## config.mk

```make
export PLATFORM = sky130hd
export DESIGN_NAME = nice_result_buffer
export DESIGN_NICKNAME = d
export VERILOG_FILES = /design/src/rtl/nice_rb_pkg.sv /design/src/rtl/nice_result_fifo.sv /design/src/rtl/nice_result_buffer.sv
export SDC_FILE = /design/constraint.sdc
export NUM_CORES = 1
export LEC_CHECK = 0
export CAP_MARGIN = 40
export CORE_ASPECT_RATIO = 1.1
export CORE_MARGIN = 3
export CORE_UTILIZATION = 31
export CTS_CLUSTER_SIZE = 25
export DETAILED_ROUTE_END_ITERATION = 7
export PLACE_DENSITY_LB_ADDON = 0.08
export SLEW_MARGIN = 30
export SYNTH_ARGS = -nofsm -noshare
export SYNTH_HDL_FRONTEND = slang
export SYNTH_HIERARCHICAL = 1
export SYNTH_SLANG_ARGS = --single-unit
```

## constraint.sdc

```tcl
create_clock -name i_clk -period 4 [get_ports i_clk]
set_clock_uncertainty 0.2 [all_clocks]
set_input_delay 0.8 -clock i_clk [delete_from_list [all_inputs] [get_ports i_clk]]
set_output_delay 0.8 -clock i_clk [all_outputs]
set_load 0.05 [all_outputs]
```

## src/rtl/nice_rb_pkg.sv

```systemverilog
// rtl/nice_rb_pkg.sv - shared op codes, states and field layout for the result buffer
//
// Holds the command op codes, FSM state encoding, FIFO entry width and the
// bit positions of the STATUS response word.

package nice_rb_pkg;

   localparam int RES_W   = 5;
   localparam int SEQ_W   = 8;
   localparam int ENTRY_W = SEQ_W + RES_W;   // {seq, result} = 13 bits

   typedef enum logic [1:0] {
      OP_START  = 2'd0,
      OP_READ   = 2'd1,
      OP_STATUS = 2'd2,
      OP_STOP   = 2'd3
   } op_e;

   typedef enum logic [1:0] {
      S_IDLE = 2'd0,
      S_WAIT = 2'd1,
      S_RSP  = 2'd2
   } state_e;

   // STATUS word layout
   localparam int STAT_COUNT_LSB = 0;
   localparam int STAT_COUNT_W   = 4;
   localparam int STAT_EMPTY_BIT = 7;
   localparam int STAT_FULL_BIT  = 8;
   localparam int STAT_OVF_BIT   = 9;

   // READ payload: entry right-aligned, upper bits zero
   function automatic logic [31:0] read_payload(input logic [ENTRY_W-1:0] entry);
      return {{(32-ENTRY_W){1'b0}}, entry};
   endfunction

endpackage

```

## src/rtl/nice_result_fifo.sv

```systemverilog
// rtl/nice_result_fifo.sv - synchronous DEPTH x 13-bit result FIFO
//
// Ports:
//   i_clk, i_rst   clock, asynchronous active-high reset
//   push, din      write request and entry
//   pop            remove head (ignored when empty)
//   flush          empty the FIFO; a push in the same cycle is discarded
//   dout           combinational head entry
//   full, empty    occupancy flags
//   count          number of stored entries (0..DEPTH)

module nice_result_fifo
   import nice_rb_pkg::*;
#(
   parameter  int DEPTH = 8,
   localparam int CW    = $clog2(DEPTH) + 1
) (
   input  logic               i_clk,
   input  logic               i_rst,
   input  logic               push,
   input  logic               pop,
   input  logic               flush,
   input  logic [ENTRY_W-1:0] din,
   output logic [ENTRY_W-1:0] dout,
   output logic               full,
   output logic               empty,
   output logic [CW-1:0]      count
);

   localparam int AW = $clog2(DEPTH);

   logic [ENTRY_W-1:0] mem [DEPTH];
   logic [AW-1:0]      wr_ptr;
   logic [AW-1:0]      rd_ptr;
   logic               do_push;
   logic               do_pop;

   assign full  = (count == CW'(DEPTH));
   assign empty = (count == '0);
   assign dout  = mem[rd_ptr];

   // A push on a full FIFO still lands when a pop frees the head slot in the
   // same cycle; the write and read pointers then both advance.
   assign do_pop  = pop & ~empty;
   assign do_push = push & (~full | do_pop);

   always_ff @(posedge i_clk or posedge i_rst) begin
      if (i_rst) begin
         wr_ptr <= '0;
         rd_ptr <= '0;
         count  <= '0;
      end else if (flush) begin
         wr_ptr <= '0;
         rd_ptr <= '0;
         count  <= '0;
      end else begin
         if (do_push) wr_ptr <= wr_ptr + 1'b1;
         if (do_pop)  rd_ptr <= rd_ptr + 1'b1;
         case ({do_push, do_pop})
            2'b10:   count <= count + 1'b1;
            2'b01:   count <= count - 1'b1;
            default: count <= count;
         endcase
      end
   end

   // Storage needs no reset: pointers and count define which slots are valid.
   always_ff @(posedge i_clk) begin
      if (do_push && !flush) mem[wr_ptr] <= din;
   end

endmodule

```

## src/rtl/nice_result_buffer.sv

```systemverilog
// rtl/nice_result_buffer.sv - CNN result FIFO with CPU req/rsp command port
//
// Captures classification results from the CNN core into a sequence-tagged
// FIFO and serves START/STOP/READ/STATUS commands from the CPU side. READ on
// an empty FIFO blocks until a result arrives or TIMEOUT cycles elapse.
//
// Ports:
//   i_clk, i_rst                  clock, asynchronous active-high reset
//   i_result_data/i_result_valid  result strobe from the core
//   o_start                       level enable to the core
//   i_req_valid/o_req_ready/i_req_op   command request handshake
//   o_rsp_valid/i_rsp_ready/o_rsp_data/o_rsp_err   response handshake
//   o_overflow                    sticky: a result was dropped on a full FIFO

module nice_result_buffer
   import nice_rb_pkg::*;
#(
   parameter int DEPTH   = 8,
   parameter int TIMEOUT = 65535
) (
   input  logic        i_clk,
   input  logic        i_rst,
   input  logic [4:0]  i_result_data,
   input  logic        i_result_valid,
   output logic        o_start,
   input  logic        i_req_valid,
   output logic        o_req_ready,
   input  logic [1:0]  i_req_op,
   output logic        o_rsp_valid,
   input  logic        i_rsp_ready,
   output logic [31:0] o_rsp_data,
   output logic        o_rsp_err,
   output logic        o_overflow
);

   localparam int CW = $clog2(DEPTH) + 1;
   localparam int TW = (TIMEOUT > 1) ? $clog2(TIMEOUT) : 1;
   localparam logic [TW-1:0] TIMER_LAST = TW'(TIMEOUT - 1);

   state_e             state;
   state_e             state_next;
   op_e                op;
   logic [SEQ_W-1:0]   seq;
   logic [TW-1:0]      timer;
   logic [TW-1:0]      timer_next;
   logic               start_next;
   logic [31:0]        rsp_data_next;
   logic               rsp_err_next;
   logic [31:0]        status_word;

   logic               fifo_pop;
   logic               fifo_flush;
   logic [ENTRY_W-1:0] fifo_dout;
   logic               fifo_full;
   logic               fifo_empty;
   logic [CW-1:0]      fifo_count;

   nice_result_fifo #(.DEPTH(DEPTH)) u_fifo (
      .i_clk (i_clk),
      .i_rst (i_rst),
      .push  (i_result_valid),
      .pop   (fifo_pop),
      .flush (fifo_flush),
      .din   ({seq, i_result_data}),
      .dout  (fifo_dout),
      .full  (fifo_full),
      .empty (fifo_empty),
      .count (fifo_count)
   );

   assign op          = op_e'(i_req_op);
   assign o_req_ready = (state == S_IDLE);
   assign o_rsp_valid = (state == S_RSP);

   always_comb begin
      status_word = '0;
      status_word[STAT_COUNT_LSB +: STAT_COUNT_W] = STAT_COUNT_W'(fifo_count);
      status_word[STAT_EMPTY_BIT] = fifo_empty;
      status_word[STAT_FULL_BIT]  = fifo_full;
      status_word[STAT_OVF_BIT]   = o_overflow;
   end

   always_ff @(posedge i_clk or posedge i_rst) begin
      if (i_rst) begin
         state      <= S_IDLE;
         timer      <= '0;
         o_start    <= 1'b0;
         o_rsp_data <= '0;
         o_rsp_err  <= 1'b0;
      end else begin
         state      <= state_next;
         timer      <= timer_next;
         o_start    <= start_next;
         o_rsp_data <= rsp_data_next;
         o_rsp_err  <= rsp_err_next;
      end
   end

   always_comb begin
      state_next    = state;
      timer_next    = timer;
      start_next    = o_start;
      rsp_data_next = o_rsp_data;
      rsp_err_next  = o_rsp_err;
      fifo_pop      = 1'b0;
      fifo_flush    = 1'b0;
      case (state)
         S_IDLE: begin
            if (i_req_valid) begin
               case (op)
                  OP_START: begin
                     start_next    = 1'b1;
                     rsp_data_next = '0;
                     state_next    = S_RSP;
                  end
                  OP_STOP: begin
                     start_next    = 1'b0;
                     fifo_flush    = 1'b1;
                     rsp_data_next = '0;
                     state_next    = S_RSP;
                  end
                  OP_STATUS: begin
                     rsp_data_next = status_word;
                     state_next    = S_RSP;
                  end
                  OP_READ: begin
                     if (!fifo_empty) begin
                        fifo_pop      = 1'b1;
                        rsp_data_next = read_payload(fifo_dout);
                        state_next    = S_RSP;
                     end else begin
                        timer_next = '0;
                        state_next = S_WAIT;
                     end
                  end
                  default: state_next = S_IDLE;
               endcase
            end
         end
         S_WAIT: begin
            // A result arriving now is only visible next cycle, so the wait
            // loop keys off the registered empty flag.
            if (!fifo_empty) begin
               fifo_pop      = 1'b1;
               rsp_data_next = read_payload(fifo_dout);
               rsp_err_next  = 1'b0;
               state_next    = S_RSP;
            end else if (timer == TIMER_LAST) begin
               rsp_err_next  = 1'b1;
               rsp_data_next = '0;
               state_next    = S_RSP;
            end else begin
               timer_next = timer + 1'b1;
            end
         end
         S_RSP: begin
            if (i_rsp_ready) begin
               rsp_err_next = 1'b0;
               state_next   = S_IDLE;
            end
         end
         default: state_next = S_IDLE;
      endcase
   end

   // Sequence tags advance on every strobe, dropped or not; STOP restarts them.
   always_ff @(posedge i_clk or posedge i_rst) begin
      if (i_rst) begin
         seq        <= '0;
         o_overflow <= 1'b0;
      end else if (fifo_flush) begin
         seq        <= '0;
         o_overflow <= 1'b0;
      end else if (i_result_valid) begin
         seq <= seq + 1'b1;
         if (fifo_full && !fifo_pop) o_overflow <= 1'b1;
      end
   end

endmodule

```

==> results by group <==
Status
  • Outcome: finished, final reports clean

Pwr
  • Worst VDD drop: 0.273 mV
  • Comb pwr share: 27.3%
  • Clock share of power: 30.1%
  • Total Power: 5.67 mW
  • Switching Share: 32.3%
  • Pwr dens: 675 nW/um^2
  • Sequential power share: 42.5%
  • Leak: 3.18 nW
  • Internal cell power: 3.84 mW
  • Switching Power: 1.83 mW

Die
  • Placement row count: 57
  • Ports: 49
  • Core outline area: 22300 um^2
  • Starting Density: 31.7%
  • Die X: 150 um
  • Chip height: 164 um
  • Full die area: 24600 um^2

Detailed routing
  • Routed len/inst: 19.3 um
  • Routed WL: 15700 um
  • Detailed Route Iter0 Violations: 224
  • DR vias: 3966
  • DRC: 0
  • Vias/cell: 4.88
  • Drt pass-1 iters: 4
  • Final ANT Viol Nets: 0

Logic synthesis
  • Post-synth top flop: edfxtp_1
  • Distinct cells, synth: 63
  • Area share of the largest cell type after synthesis: 44.2%
  • Yosys reg bits: 156
  • Synthesis warning total: 6
  • Most frequent cell after synthesis: edfxtp_1
  • Mux cell area share after synthesis: 13.2%
  • Top cells by area, synth: edfxtp_1 44%, dfrtp_1 18%, mux4_1 7.8%
  • Post-synthesis cell count: 458
  • Post-Synth Simple-Gate Area: 8.42%
  • Synth async-reset ratio: 33.3%
  • Post-synthesis compound-gate area fraction: 7.67%
  • Sequential share of the synthesized area: 62.7%
  • Post-Syn Area: 7060 um^2
  • Adder-Cell Fraction of Synth Area: 2.06%
  • Area leader, netlist: edfxtp_1
  • Xor/xnor share of the synthesized area: 1.86%
  • Avg Inst Size Synth: 15.4 um^2
  • Post-synth top cells: 104 x edfxtp_1, 52 x dfrtp_1, 26 x nor2_1, 21 x mux4_1
  • Main combinational cell family by area after synthesis: multiplexers
  • EDFF count, synth: 104

Final layout
  • Share of cells above drive strength 1: 18.7%
  • Layout Nets: 529
  • Ant diodes: 0
  • # fillers: 2127
  • Synth-to-layout area growth: 18.8%
  • Post-Layout Inst Area: 8390 um^2
  • Non-filler instance count after layout: 813

Placed design
  • Post-placement cell area: 7760 um^2
  • Port buffer count: 29
  • DP Wirelength: 10300 um
  • GPL Wtd Cong: 0.741
  • Placed Instances: 782

Clock network
  • Post-CTS resize count: 0
  • H-tree Lvls: 4
  • Clock buffer count from CTS: 17
  • Post-CTS setup buffers: 0
  • Hold Buf Count CTS: 0
  • CTS sink count: 156
  • Clock Path Buffers: 2
  • TritonCTS clock tree: yes
  • Root Driver: clkbuf_16
  • Clk slew on worst S/H paths: 0.06 ns
  • Clock latency on the worst-skew pair: 0.41 ns

Run
  • Count of maximum capacitance violations: 0

Worst setup path
  • Critical path capture point type: flip-flop
  • Slowest CP cell: clkdlybuf4s50_1
  • WP buf/inv: 1
  • Worst path top cell family by delay: compound AO/OA/AOI/OAI gates
  • Crit-path max cell delay: 0.52 ns
  • Crit path max fanout: 4
  • Startpoint types: input port
  • Kind of critical path: input port to flip-flop
  • Cells along the critical path: clkdlybuf4s50_1, ha_1, a21oi_1, nor3_2, nor2b_1, nor2b_1, ha_1, a211oi_1, o21ai_0, a31oi_1, a21oi_1
  • Critical Path RT: 4.08 ns
  • Critical Path AT: 3.50 ns

Global route
  • Grt total ovfl: 0
  • Gr usage total: 13.3%
  • Initial antenna violation count: 0
  • Largest net degree at the start of global routing: 43
  • Vias in the first global route: 4119
  • First-pass GRT wire length: 24200 um

Timing
  • Final Max Slew Viols: 0
  • F_max: 0.293 GHz
  • Endpoints failing setup: 0
  • Setup TNS: 0 ns
  • Endpoints failing hold: 0
  • Unrepaired setup endpoints after global routing: no
  • Slew @ Worst Pin: 0.813 ns
  • Tcrit/Tclk final: 85.3%
  • Slew headroom: 45.8%
  • Final min period: 3.41 ns
  • Final hold slack: 0.287 ns

Worst hold path
  • Worst min path class: flip-flop to flip-flop
-- layout make-up --
type                    count  area [um^2]  area share [%]
multi-input cells         270         2460            29.4
inverters                  10         40.0           0.477
clock inverters            13          190            2.27
well taps                 295          369            4.40
clock buffers              18          439            5.23
flip-flops and latches    156         4420            52.7
repair buffers             51          465            5.55
-- power by group through the flow --
stage / Combinational (mW) / Clock [mW] / Sequential, mW
floorplan: 0.989 / 0 / 2.49
global placement: 1.54 / 0 / 2.46
detailed placement: 1.58 / 0 / 2.45
CTS: 1.58 / 1.75 / 2.42
global route: 1.68 / 1.84 / 2.47
finish: 1.55 / 1.71 / 2.41
-- routing by layer --
metal / vias to the layer above / routed length [um] / GRT usage [%]
met2: 60 / 8400 / 23.8
met4: 0 / 153 / 3.87
met5: - / 0 / 0
met3: 11 / 306 / 2.68
met1: 2039 / 6800 / 16.3
li1: 1856 / - / -
-- worst reg2reg max path, delay by kind of cell, from the launching register on --
kind	cells	cell delay, ns
AO/OA/AOI/OAI	4	0.87
adder cells (fa/ha/maj)	1	0.28
buffers and inverters	1	0.18
flip-flops	1	0.51
AND/OR/NAND/NOR	5	0.97
-- placed cells by master (no fill, tap or decap), drive strengths merged, types with 10 or more instances in the layout --
master | Yosys | routed
conb | 1 | 19
clkdlybuf4s50 | 0 | 29
inv | 10 | 12
a22o | 14 | 14
mux2 | 20 | 20
xor2 | 11 | 11
edfxtp | 104 | 104
nand2 | 17 | 17
nand3 | 11 | 11
dfrtp | 52 | 52
mux4 | 26 | 26
nor3 | 10 | 10
buf | 29 | 21
ha | 10 | 10
nor2 | 26 | 26
clkbuf | 11 | 18
-- cells by family (layout without fill, tap and decap cells) --
kind of cell | after synthesis | count (layout)
other | 1 | 19
DFF | 156 | 156
AOI/OAI and AO/OA | 66 | 66
muxes | 50 | 50
adders and majority gates | 11 | 11
and+or+nand+nor | 109 | 109
xor gates and xnor gates | 15 | 15
buffers and inverters | 50 | 92
-- flip-flops by register name, indices dropped and copies added (netlist names), 2 cells and up --
signal and cells:
u_fifo/count 4, u_fifo/rd_ptr 3, u_fifo/wr_ptr 3, seq 8, u_fifo/mem 104, state 2
o_rsp_data 13, timer 16
-- through the flow --
stage | util (%) | setup slack (ns)
after global routing | 37.7 | 0.413
after floorplan | - | 0.226
after detailed placement | 34.9 | 0.226
final | 37.7 | 0.588
after CTS | 37.7 | 0.670
after global placement | 34.8 | 0.344
-- path summary, 6_finish.rpt --
kind,from,endpoint,slack (ns),depth (start not counted)
hold / removal,o_start,o_start,0.29,2
setup reg to reg,u_fifo/count[0],u_fifo/count[3],0.84,11
min in group asynchronous,i_rst,u_fifo/rd_ptr[0],0.57,2
max in group asynchronous,i_rst,timer[4],2.53,2
setup / recovery,i_req_op[0],u_fifo/count[3],0.59,11
hold reg to reg,o_start,o_start,0.29,2
(Power assumes the default switching activity.)
